## src/rtl/ddr3_ctrl.sv

```systemverilog
// DDR3 x16 command controller: JEDEC init, then closed-page single-word read/write
// and host-driven refresh over a 128-bit BL8 PHY data interface.
module ddr3_ctrl #(
    parameter int unsigned FREQ      = 100_000_000,
    parameter int unsigned ROW_WIDTH = 13,
    parameter int unsigned COL_WIDTH = 10,
    parameter bit          FAST_INIT = 1'b0
) (
    input  logic                             pclk,
    input  logic                             resetn,
    input  logic [ROW_WIDTH+COL_WIDTH+2:0]   addr,
    input  logic                             rd,
    input  logic                             wr,
    input  logic                             refresh,
    input  logic [15:0]                      din,
    output logic [15:0]                      dout,
    output logic                             data_ready,
    output logic                             busy,
    output logic                             DDR3_nRESET,
    output logic                             DDR3_CKE,
    output logic                             DDR3_ODT,
    output logic                             DDR3_nCS,
    output logic                             DDR3_nRAS,
    output logic                             DDR3_nCAS,
    output logic                             DDR3_nWE,
    output logic [2:0]                       DDR3_BA,
    output logic [ROW_WIDTH-1:0]             DDR3_A,
    output logic [1:0]                       DDR3_DM,
    output logic [127:0]                     phy_wdata,
    output logic [15:0]                      phy_wmask,
    output logic                             phy_wvalid,
    output logic                             phy_rden,
    input  logic [127:0]                     phy_rdata,
    input  logic                             phy_rvalid
);

    localparam int unsigned ADDR_W  = ROW_WIDTH + COL_WIDTH + 3;
    localparam int unsigned CNT_W   = 24;
    localparam int unsigned T_RST   = FAST_INIT ? 20 : FREQ / 5000;
    localparam int unsigned T_CKE   = FAST_INIT ? 50 : FREQ / 2000;
    localparam int unsigned T_XPR   = 12;
    localparam int unsigned T_ZQ    = 128;
    localparam int unsigned T_WRW   = 4;
    localparam int unsigned T_RP    = 2;
    localparam int unsigned T_RFC   = 12;
    localparam int unsigned T_RDTO  = 32;

    localparam logic [3:0] CMD_NOP = 4'b0111;
    localparam logic [3:0] CMD_ACT = 4'b0011;
    localparam logic [3:0] CMD_RD  = 4'b0101;
    localparam logic [3:0] CMD_WR  = 4'b0100;
    localparam logic [3:0] CMD_PRE = 4'b0010;
    localparam logic [3:0] CMD_REF = 4'b0001;
    localparam logic [3:0] CMD_MRS = 4'b0000;
    localparam logic [3:0] CMD_ZQ  = 4'b0110;

    localparam logic [ROW_WIDTH-1:0] A10 = ROW_WIDTH'(16'h0400);

    typedef enum logic [3:0] {
        S_INIT_RST, S_INIT_CKE, S_INIT_TXPR, S_INIT_MRS, S_INIT_ZQ,
        S_IDLE, S_ACT, S_RCD, S_WR, S_WR_WAIT, S_RD, S_RD_WAIT,
        S_PRE, S_RP, S_REF, S_RFC
    } state_t;

    state_t               state_q, state_d;
    logic [CNT_W-1:0]     cnt_q, cnt_d;
    logic                 is_wr_q, is_wr_d;
    logic [ADDR_W-1:0]    addr_q, addr_d;
    logic [15:0]          din_q, din_d;
    logic [15:0]          dout_q, dout_d;
    logic                 data_ready_q, data_ready_d;
    logic                 busy_q, busy_d;
    logic                 nreset_q, nreset_d;
    logic                 cke_q, cke_d;
    logic                 odt_q, odt_d;
    logic [3:0]           cmd_q, cmd_d;
    logic [2:0]           ba_q, ba_d;
    logic [ROW_WIDTH-1:0] a_q, a_d;
    logic [15:0]          wmask_q, wmask_d;
    logic [127:0]         wdata_q, wdata_d;
    logic                 wvalid_q, wvalid_d;
    logic                 rden_q, rden_d;

    always_ff @(posedge pclk) begin
        if (!resetn) begin
            state_q      <= S_INIT_RST;
            cnt_q        <= '0;
            is_wr_q      <= 1'b0;
            addr_q       <= '0;
            din_q        <= '0;
            dout_q       <= '0;
            data_ready_q <= 1'b0;
            busy_q       <= 1'b1;
            nreset_q     <= 1'b0;
            cke_q        <= 1'b0;
            odt_q        <= 1'b0;
            cmd_q        <= CMD_NOP;
            ba_q         <= '0;
            a_q          <= '0;
            wmask_q      <= 16'hFFFF;
            wdata_q      <= '0;
            wvalid_q     <= 1'b0;
            rden_q       <= 1'b0;
        end else begin
            state_q      <= state_d;
            cnt_q        <= cnt_d;
            is_wr_q      <= is_wr_d;
            addr_q       <= addr_d;
            din_q        <= din_d;
            dout_q       <= dout_d;
            data_ready_q <= data_ready_d;
            busy_q       <= busy_d;
            nreset_q     <= nreset_d;
            cke_q        <= cke_d;
            odt_q        <= odt_d;
            cmd_q        <= cmd_d;
            ba_q         <= ba_d;
            a_q          <= a_d;
            wmask_q      <= wmask_d;
            wdata_q      <= wdata_d;
            wvalid_q     <= wvalid_d;
            rden_q       <= rden_d;
        end
    end

    // Next state first; pin values are then decoded from the next state so the
    // registered command lands in the same cycle as the state that issues it.
    always_comb begin
        state_d      = state_q;
        cnt_d        = cnt_q + CNT_W'(1);
        is_wr_d      = is_wr_q;
        addr_d       = addr_q;
        din_d        = din_q;
        dout_d       = dout_q;
        data_ready_d = 1'b0;

        case (state_q)
            S_INIT_RST:  if (cnt_q == CNT_W'(T_RST - 1)) state_d = S_INIT_CKE;
            S_INIT_CKE:  if (cnt_q == CNT_W'(T_CKE - 1)) state_d = S_INIT_TXPR;
            S_INIT_TXPR: if (cnt_q == CNT_W'(T_XPR - 1)) state_d = S_INIT_MRS;
            S_INIT_MRS:  if (cnt_q == CNT_W'(15))        state_d = S_INIT_ZQ;
            S_INIT_ZQ:   if (cnt_q == CNT_W'(T_ZQ))      state_d = S_IDLE;
            S_IDLE: begin
                if (refresh) begin
                    state_d = S_REF;
                end else if (wr || rd) begin
                    state_d = S_ACT;
                    is_wr_d = wr;
                    addr_d  = addr;
                    din_d   = din;
                end
            end
            S_ACT:       state_d = S_RCD;
            S_RCD:       state_d = is_wr_q ? S_WR : S_RD;
            S_WR:        state_d = S_WR_WAIT;
            S_WR_WAIT:   if (cnt_q == CNT_W'(T_WRW - 1)) state_d = S_PRE;
            S_RD:        state_d = S_RD_WAIT;
            S_RD_WAIT: begin
                if (phy_rvalid) begin
                    dout_d       = phy_rdata[{addr_q[2:0], 4'b0000} +: 16];
                    data_ready_d = 1'b1;
                    state_d      = S_PRE;
                end else if (cnt_q == CNT_W'(T_RDTO - 1)) begin
                    state_d = S_PRE;
                end
            end
            S_PRE:       state_d = S_RP;
            S_RP:        if (cnt_q == CNT_W'(T_RP - 1)) state_d = S_IDLE;
            S_REF:       state_d = S_RFC;
            S_RFC:       if (cnt_q == CNT_W'(T_RFC - 1)) state_d = S_IDLE;
            default:     state_d = S_INIT_RST;
        endcase

        if (state_d != state_q) cnt_d = '0;

        busy_d   = (state_d != S_IDLE);
        nreset_d = (state_d != S_INIT_RST);
        cke_d    = (state_d != S_INIT_RST) && (state_d != S_INIT_CKE);
        odt_d    = 1'b0;
        cmd_d    = CMD_NOP;
        ba_d     = '0;
        a_d      = '0;
        wmask_d  = 16'hFFFF;
        wdata_d  = wdata_q;
        wvalid_d = 1'b0;
        rden_d   = 1'b0;

        case (state_d)
            S_INIT_MRS: begin
                // MR2, MR3, MR1, MR0 on every fourth cycle
                if (cnt_d[1:0] == 2'b00) begin
                    cmd_d = CMD_MRS;
                    case (cnt_d[3:2])
                        2'd0:    begin ba_d = 3'd2; a_d = ROW_WIDTH'(16'h0000); end
                        2'd1:    begin ba_d = 3'd3; a_d = ROW_WIDTH'(16'h0000); end
                        2'd2:    begin ba_d = 3'd1; a_d = ROW_WIDTH'(16'h0004); end
                        default: begin ba_d = 3'd0; a_d = ROW_WIDTH'(16'h0520); end
                    endcase
                end
            end
            S_INIT_ZQ: begin
                if (cnt_d == '0) begin
                    cmd_d = CMD_ZQ;
                    a_d   = A10;
                end
            end
            S_ACT: begin
                cmd_d = CMD_ACT;
                ba_d  = addr_d[COL_WIDTH +: 3];
                a_d   = addr_d[COL_WIDTH+3 +: ROW_WIDTH];
            end
            S_WR: begin
                cmd_d    = CMD_WR;
                ba_d     = addr_d[COL_WIDTH +: 3];
                a_d      = ROW_WIDTH'({addr_d[COL_WIDTH-1:3], 3'b000});
                wvalid_d = 1'b1;
                wdata_d  = {8{din_d}};
                wmask_d  = ~(16'h0003 << {addr_d[2:0], 1'b0});
                odt_d    = 1'b1;
            end
            S_WR_WAIT:   odt_d = (cnt_d < CNT_W'(2));
            S_RD: begin
                cmd_d  = CMD_RD;
                ba_d   = addr_d[COL_WIDTH +: 3];
                a_d    = ROW_WIDTH'({addr_d[COL_WIDTH-1:3], 3'b000});
                rden_d = 1'b1;
            end
            S_PRE: begin
                cmd_d = CMD_PRE;
                a_d   = A10;
            end
            S_REF:       cmd_d = CMD_REF;
            default:     cmd_d = CMD_NOP;
        endcase
    end

    assign dout        = dout_q;
    assign data_ready  = data_ready_q;
    assign busy        = busy_q;
    assign DDR3_nRESET = nreset_q;
    assign DDR3_CKE    = cke_q;
    assign DDR3_ODT    = odt_q;
    assign DDR3_nCS    = cmd_q[3];
    assign DDR3_nRAS   = cmd_q[2];
    assign DDR3_nCAS   = cmd_q[1];
    assign DDR3_nWE    = cmd_q[0];
    assign DDR3_BA     = ba_q;
    assign DDR3_A      = a_q;
    assign DDR3_DM     = 2'b00;
    assign phy_wdata   = wdata_q;
    assign phy_wmask   = wmask_q;
    assign phy_wvalid  = wvalid_q;
    assign phy_rden    = rden_q;

endmodule

```

## config.mk

```make
export PLATFORM = sky130hd
export DESIGN_NAME = ddr3_ctrl
export DESIGN_NICKNAME = d
export VERILOG_FILES = /design/src/rtl/ddr3_ctrl.sv
export SDC_FILE = /design/constraint.sdc
export NUM_CORES = 1
export LEC_CHECK = 0
export ABC_AREA = 1
export CORE_AREA = 3 3 142 144
export DETAILED_ROUTE_END_ITERATION = 16
export DIE_AREA = 0 0 145 147
export PLACE_DENSITY = 0.75
export SLEW_MARGIN = 30
export SYNTH_ARGS = -nofsm -noshare
export SYNTH_HDL_FRONTEND = slang
export SYNTH_SLANG_ARGS = --single-unit
```

## constraint.sdc

```tcl
create_clock -name pclk -period 5.4 [get_ports pclk]
set_input_delay 0.81 -clock pclk [delete_from_list [all_inputs] [get_ports pclk]]
set_output_delay 0.81 -clock pclk [all_outputs]
set_load 0.02 [all_outputs]
```

# Word level (Yosys, flattened, before mapping)
# Index checks and enable logic that the tools add are counted.
op_classes:
  add_sub_neg: 1
  n_lt_le_gt_ge: 1
  n_eq_ne: 36
  shift: 2
  mux: 35
  bitwise_logic: 2
  reduce_logical: 14
ops:
  columns: ["operator", "n"]
  rows:
  - ["$shiftx A128 B8 Y16", 1]
  - ["$mux W26", 3]
  - ["$pmux W13 S5", 1]
  - ["$pmux W4 S16", 1]
  - ["$eq A4 B4 Y1 const B", 13]
  - ["$eq A24 B4 Y1 const B", 2]
  - ["$mux W16", 3]
  - ["$mux W4", 12]
  - ["$add A24 B1 Y24 const B", 1]
  - ["$eq A24 B1 Y1 const B", 1]
  - ["$eq A24 B15 Y1 const B", 1]
  - ["$eq A24 B16 Y1 const B", 1]
  - ["$eq A24 B2 Y1 const B", 1]
  - ["$eq A24 B5 Y1 const B", 1]
  - ["$eq A24 B8 Y1 const B", 1]
  - ["$eq A4 B3 Y1 const B", 6]
  - ["$logic_not A24 Y1", 1]
  - ["$lt A24 B2 Y1 const B", 1]
  - ["$mux W24", 1]
  - ["$mux W11", 2]
  - ["$pmux W11 S2", 1]
  - ["$pmux W3 S7", 1]
  - ["$not A16 Y16", 1]
  - ["$shl A2 B4 Y16 const A", 1]
  - ["other kinds (23)", 33]
totals:
  regBits: 258
  out_inout_bits: 189
  wordCells: 109

# Longest topological paths before layout
depth:
  depth_word: 11
  mapped_depth: 23
  mapped_depth_nobuf: 22

# Worst setup path before layout
# Ideal clock, no wire load.
synth_timing:
  kind: "flip-flop to flip-flop"
  from: "register cnt_q[0]"
  to: "register odt_q, in the netlist DDR3_ODT"
  setup_time_ns: 0.058
  arrival_time_ns: 2.559
  required_ns: 5.342
  slack_ns: 2.783
  path_stages_with_launch: 22
  n_path_buf: 1
  synth_period_minus_slack_ns: 2.617
  cell_sequence: "dfxtp_1 -> ha_1 -> nand3_1 -> nor2_1 -> nand3_2 -> nand2_1 -> nand2_2 -> nor2_4 -> nand2_2 -> nand2_1 -> nand2_2 -> nor2_4 -> nand2_1 -> buf_2 -> a21oi_2 -> inv_2 -> ha_1 -> nand3_1 -> nand4_1 -> nor2_1 -> nand2_1 -> nand2_1"
synth_via:
  elab_chain_len: 8
  word_cells_on_any_way: 26
  cone_classes: "1 x add/sub; 1 x order compare; 11 x eq/ne; 13 x mux"
synth_lines:
  columns: ["element", "line_no", "rtl"]
  rows:
  - ["start, declared", "66", "logic [CNT_W-1:0] cnt_q, cnt_d;"]
  - ["start signal, assigned", "106", "cnt_q <= cnt_d;"]
  - ["$eq A24 B5 Y1", "163", "end else if (cnt_q == CNT_W'(T_RDTO - 1)) begin"]
  - ["$mux W4", "163", null]
  - ["$mux W4", "159", "if (phy_rvalid) begin"]
  - ["$pmux W4 S16", "137", "case (state_q)"]
  - ["$ne A4 B4 Y1", "174", "if (state_d != state_q) cnt_d = '0;"]
  - ["$mux W24 *", "174", null]
  - ["net cnt_d[2]", "66", null]
  - ["$lt A24 B2 Y1 *", "221", "S_WR_WAIT: odt_d = (cnt_d < CNT_W'(2));"]
  - ["$pmux W1 S2 *", "188", "case (state_d)"]
  - ["end signal, assigned", "115", "odt_q <= odt_d;"]
  - ["end, declared", "75", "logic odt_q, odt_d;"]
# The timed path passes the listed nets; every way through them passes the cells marked *.
# A chain may end at the register's enable or synchronous reset.

# Worst setup path in the final report
layout_timing:
  from: "register cnt_q[0]"
  to: "register a_q[10], in the netlist DDR3_A[10]"
layout_via:
  elab_chain_len: 11
  word_cells_on_any_way: 39
  cone_classes: "1 x add/sub; 17 x eq/ne; 16 x mux; 5 x reduce/logical"
layout_lines:
  columns: ["element", "line_no", "rtl"]
  rows:
  - ["$eq A24 B5 Y1", "163", null]
  - ["$mux W4", "163", null]
  - ["$mux W4", "159", null]
  - ["$pmux W4 S16", "137", null]
  - ["$ne A4 B4 Y1", "174", null]
  - ["$mux W24 *", "174", null]
  - ["net cnt_d[3]", "66", null]
  - ["$eq A2 B1 Y1 or $logic_not A2 Y1 (tied branches)", "193", "case (cnt_d[3:2])"]
  - ["$reduce_or A2 Y1 (no line)", null, null]
  - ["$pmux W11 S2", "193", null]
  - ["$mux W11", "191", "if (cnt_d[1:0] == 2'b00) begin"]
  - ["$pmux W13 S5 *", "188", null]
  - ["end signal, assigned", "99", "a_q <= '0;"]
  - ["end signal, assigned", "118", "a_q <= a_d;"]
  - ["end, declared", "78", "logic [ROW_WIDTH-1:0] a_q, a_d;"]
# Marked as above.

==> flow_metrics.tcl <==
set metrics [dict create \
    status "complete, no violations" \
    cp_top_family "simple AND/OR/NAND/NOR gates" \
    ir_drop_mv 0.173 \
    drtIter0Drc 585 \
    most-common-layout-cells "361 x clkdlybuf4s50_1, 202 x nor2_1, 126 x dfxtp_1" \
    totalWireLength_um 27300 \
    skew_ps 8.68 \
    cp_max_fo 20 \
    die_y_um 147 \
    syn_inst 1060 \
    postLayoutCoreUtil_pct 59.2 \
    drc 0 \
    fin_nets 1456 \
    yosys-top-cells-area "dfxtp_1 34%, buf_4 12%, nor2_1 10%" \
    routed-wl-met2_um 13400 \
    port_buffers 361 \
    crit_path_end_kind "flop" \
    clk_latency_ps 420 \
    wire_per_inst_um 17.6 \
    drive_gt1_share_pct 5.83 \
    tns_ps 0 \
    cts_buffers 17 \
    hold_buffers 0 \
    ys_seq_area_share_pct 33.7 \
    ys_warn_count 0 \
    max-cap-violations 0 \
    max_slew_margin_pct 46.7 \
    syn_area_per_cell_um2 7.18 \
    hold_viol_final 0 \
    rows 50 \
    synthArstFlopShare_pct 0 \
    critPathKind "reg -> reg" \
    p_per_area_nw_per_um2 218 \
    cp.arrival_ps 4350 \
    cp_slowest_cell "nand2_1" \
    top_layer "met4" \
    synthFlopType "dfxtp_1" \
    synth_top_area_share_pct 33.7 \
    p_leak_nw 4.48 \
    cts_setup_buffers 0 \
    setup_slack_ps 1400 \
    grt-ovfl-total 0 \
    ios 365 \
    first_global_vias 7200 \
    worst-path-buf-inv 2 \
    fin_crit_ps 4000 \
    cts_sinks 128 \
    first_pass_iters 5 \
    layout_commonest_cell "clkdlybuf4s50_1" \
    grt_pass1_wl_um 41700 \
    wl_met3_um 1910 \
    area_delta_synth_final_pct 46.4 \
    critPathLaunchType "flop" \
    dp_slack_ps 1230 \
    worstHoldPathType "reg -> reg" \
    via_per_inst 4.94 \
    grt_setup_unrepaired "false" \
    ff2ff_setup_slack_ps 1400 \
    slowest_delay_ps 550 \
    clk_pin_slew_worst_paths_ps 60 \
    grt_use_total_pct 24.4 \
    path_cells "ha_1, nand3_1, nor2_1, nand3_1, nand2_2, nand2_2, nor2_2, nand2_2, nand2_2, nand2_1, nand2_1, nand2_1, inv_2, nand3_1, inv_1, ha_1, nand2_1, nor2_1, nor2_1, a21oi_1" \
    final_max_slew_viol_count 0 \
    core-area_um2 18800 \
    crit_required_ps 5750 \
    cts_buffer_depth 2 \
    die_w_um 145 \
    place_congestion 0.986 \
    setup_viol 0 \
    grt_antenna_before_repair 2 \
    synth_top_area_cell "dfxtp_1" \
    synth_edf_count 0 \
    ctsResizeCount 0 \
    max_freq_mhz 250 \
    antenna_left 0 \
    cts-root-buf "clkbuf_16" \
    synth_seq_cells 128 \
    cts_tree "done" \
    synth_cell_types 43 \
    dp_hpwl_um 21200 \
    grt_max_degree 69 \
    die-area_um2 21300 \
    m1WireLength_um 11100 \
    finalCritPeriodShare_pct 74.1 \
    worstMarginPinSlew_ps 798 \
    initial_utilization_pct 40.4 \
    htreeDepth 4 \
    synthesis.area_um2 7610 \
    via_count 7653 \
]
[cell usage after synthesis (2+ instances only)]
cell      number
a31oi_1        2
a211oi_1       5
or2_2          5
o21ai_0       46
nand4_1       12
buf_2          5
a21oi_1       41
dfxtp_1      128
o32ai_1       13
nor3_1        31
o211ai_1      20
ha_1           7
and2_1         2
xor2_1        10
nand2_1      123
nand3_1       35
nor2_1       202
buf_4        125
nor4_1         9
o22ai_1        7
nand2_2        8
clkbuf_1      34
o221ai_1      21
inv_2          7
clkinv_1       4
o21ai_1        3
nor2_4         2
inv_1         80
nor2_2         6
mux2i_1       45
nor3_2         2
buf_1          9
[kinds of logic (layout without fill, tap and decap cells)]
family | Yosys count | after routing | synth area share, %
compound gates | 161 | 161 | 13.4
xor+xnor | 11 | 11 | 1.27
fa+ha+maj | 7 | 7 | 1.15
buf+inv | 265 | 489 | 19.4
flops | 128 | 128 | 33.7
mux | 45 | 45 | 5.92
other cells | 1 | 5 | 0.0493
simple gates | 442 | 442 | 25.1
[through the flow]
step                      cells  instance area [um2]  total power [mW]  hold slack [ps]
final                      1548                11100              2.43              466
after global routing       1548                11100              2.51              482
after CTS                  1546                11100              2.46              465
after detailed placement   1514                10500              1.15              455
after global placement     1514                10500              1.15              451
after floorplan            1062                 7620              1.02              440
[area by class of cell]
cell class	instances	area, um2
inverter	91	343
clock inverter	14	238
sequential	128	2570
fill	1760	7690
multi-input combinational	669	3590
clock buffer	18	429
tap	260	325
timing repair buffer	366	3650
antenna	2	5.00
[state kept, by name, indices dropped and copies added (netlist names), 3 cells and up]
| register | cells |
|---|---|
| cnt_q | 24 |
| addr_q | 17 |
| din_q | 16 |
| dout | 16 |
| phy_wdata | 16 |
| DDR3_A | 13 |
| phy_wmask | 8 |
| state_q | 4 |
| DDR3_BA | 3 |
| cmd_q | 3 |
[where the power goes]
group | internal, mW | leakage, nW | total, mW | switching, mW
Combinational | 0.128 | 3.12 | 0.187 | 0.0597
Sequential | 0.946 | 1.03 | 0.948 | 0.00163
Clock | 0.866 | 0.324 | 1.30 | 0.431
[worst min-delay path: stages (launching register included)]
cell,delay (ps)
dfxtp_1,290
inv_1,60
a211oi_1,70
[layer usage]
layer,track usage [%],up-vias
li1,-,3806
met4,9.26,0
met2,42.2,278
met1,28.9,3523
met3,6.79,46
met5,0,-
[worst paths after layout]
check	startpoint	to	cells after the start
hold / removal	is_wr_q$_SDFFE_PN0P_	is_wr_q$_SDFFE_PN0P_	2
hold reg to reg	is_wr_q$_SDFFE_PN0P_	is_wr_q$_SDFFE_PN0P_	2
setup reg to reg	cnt_q[0]$_SDFF_PN0_	DDR3_A[10]$_SDFF_PN0_	20
setup / recovery	cnt_q[0]$_SDFF_PN0_	DDR3_A[10]$_SDFF_PN0_	20
Note: power is estimated with default switching activity, not from simulation.
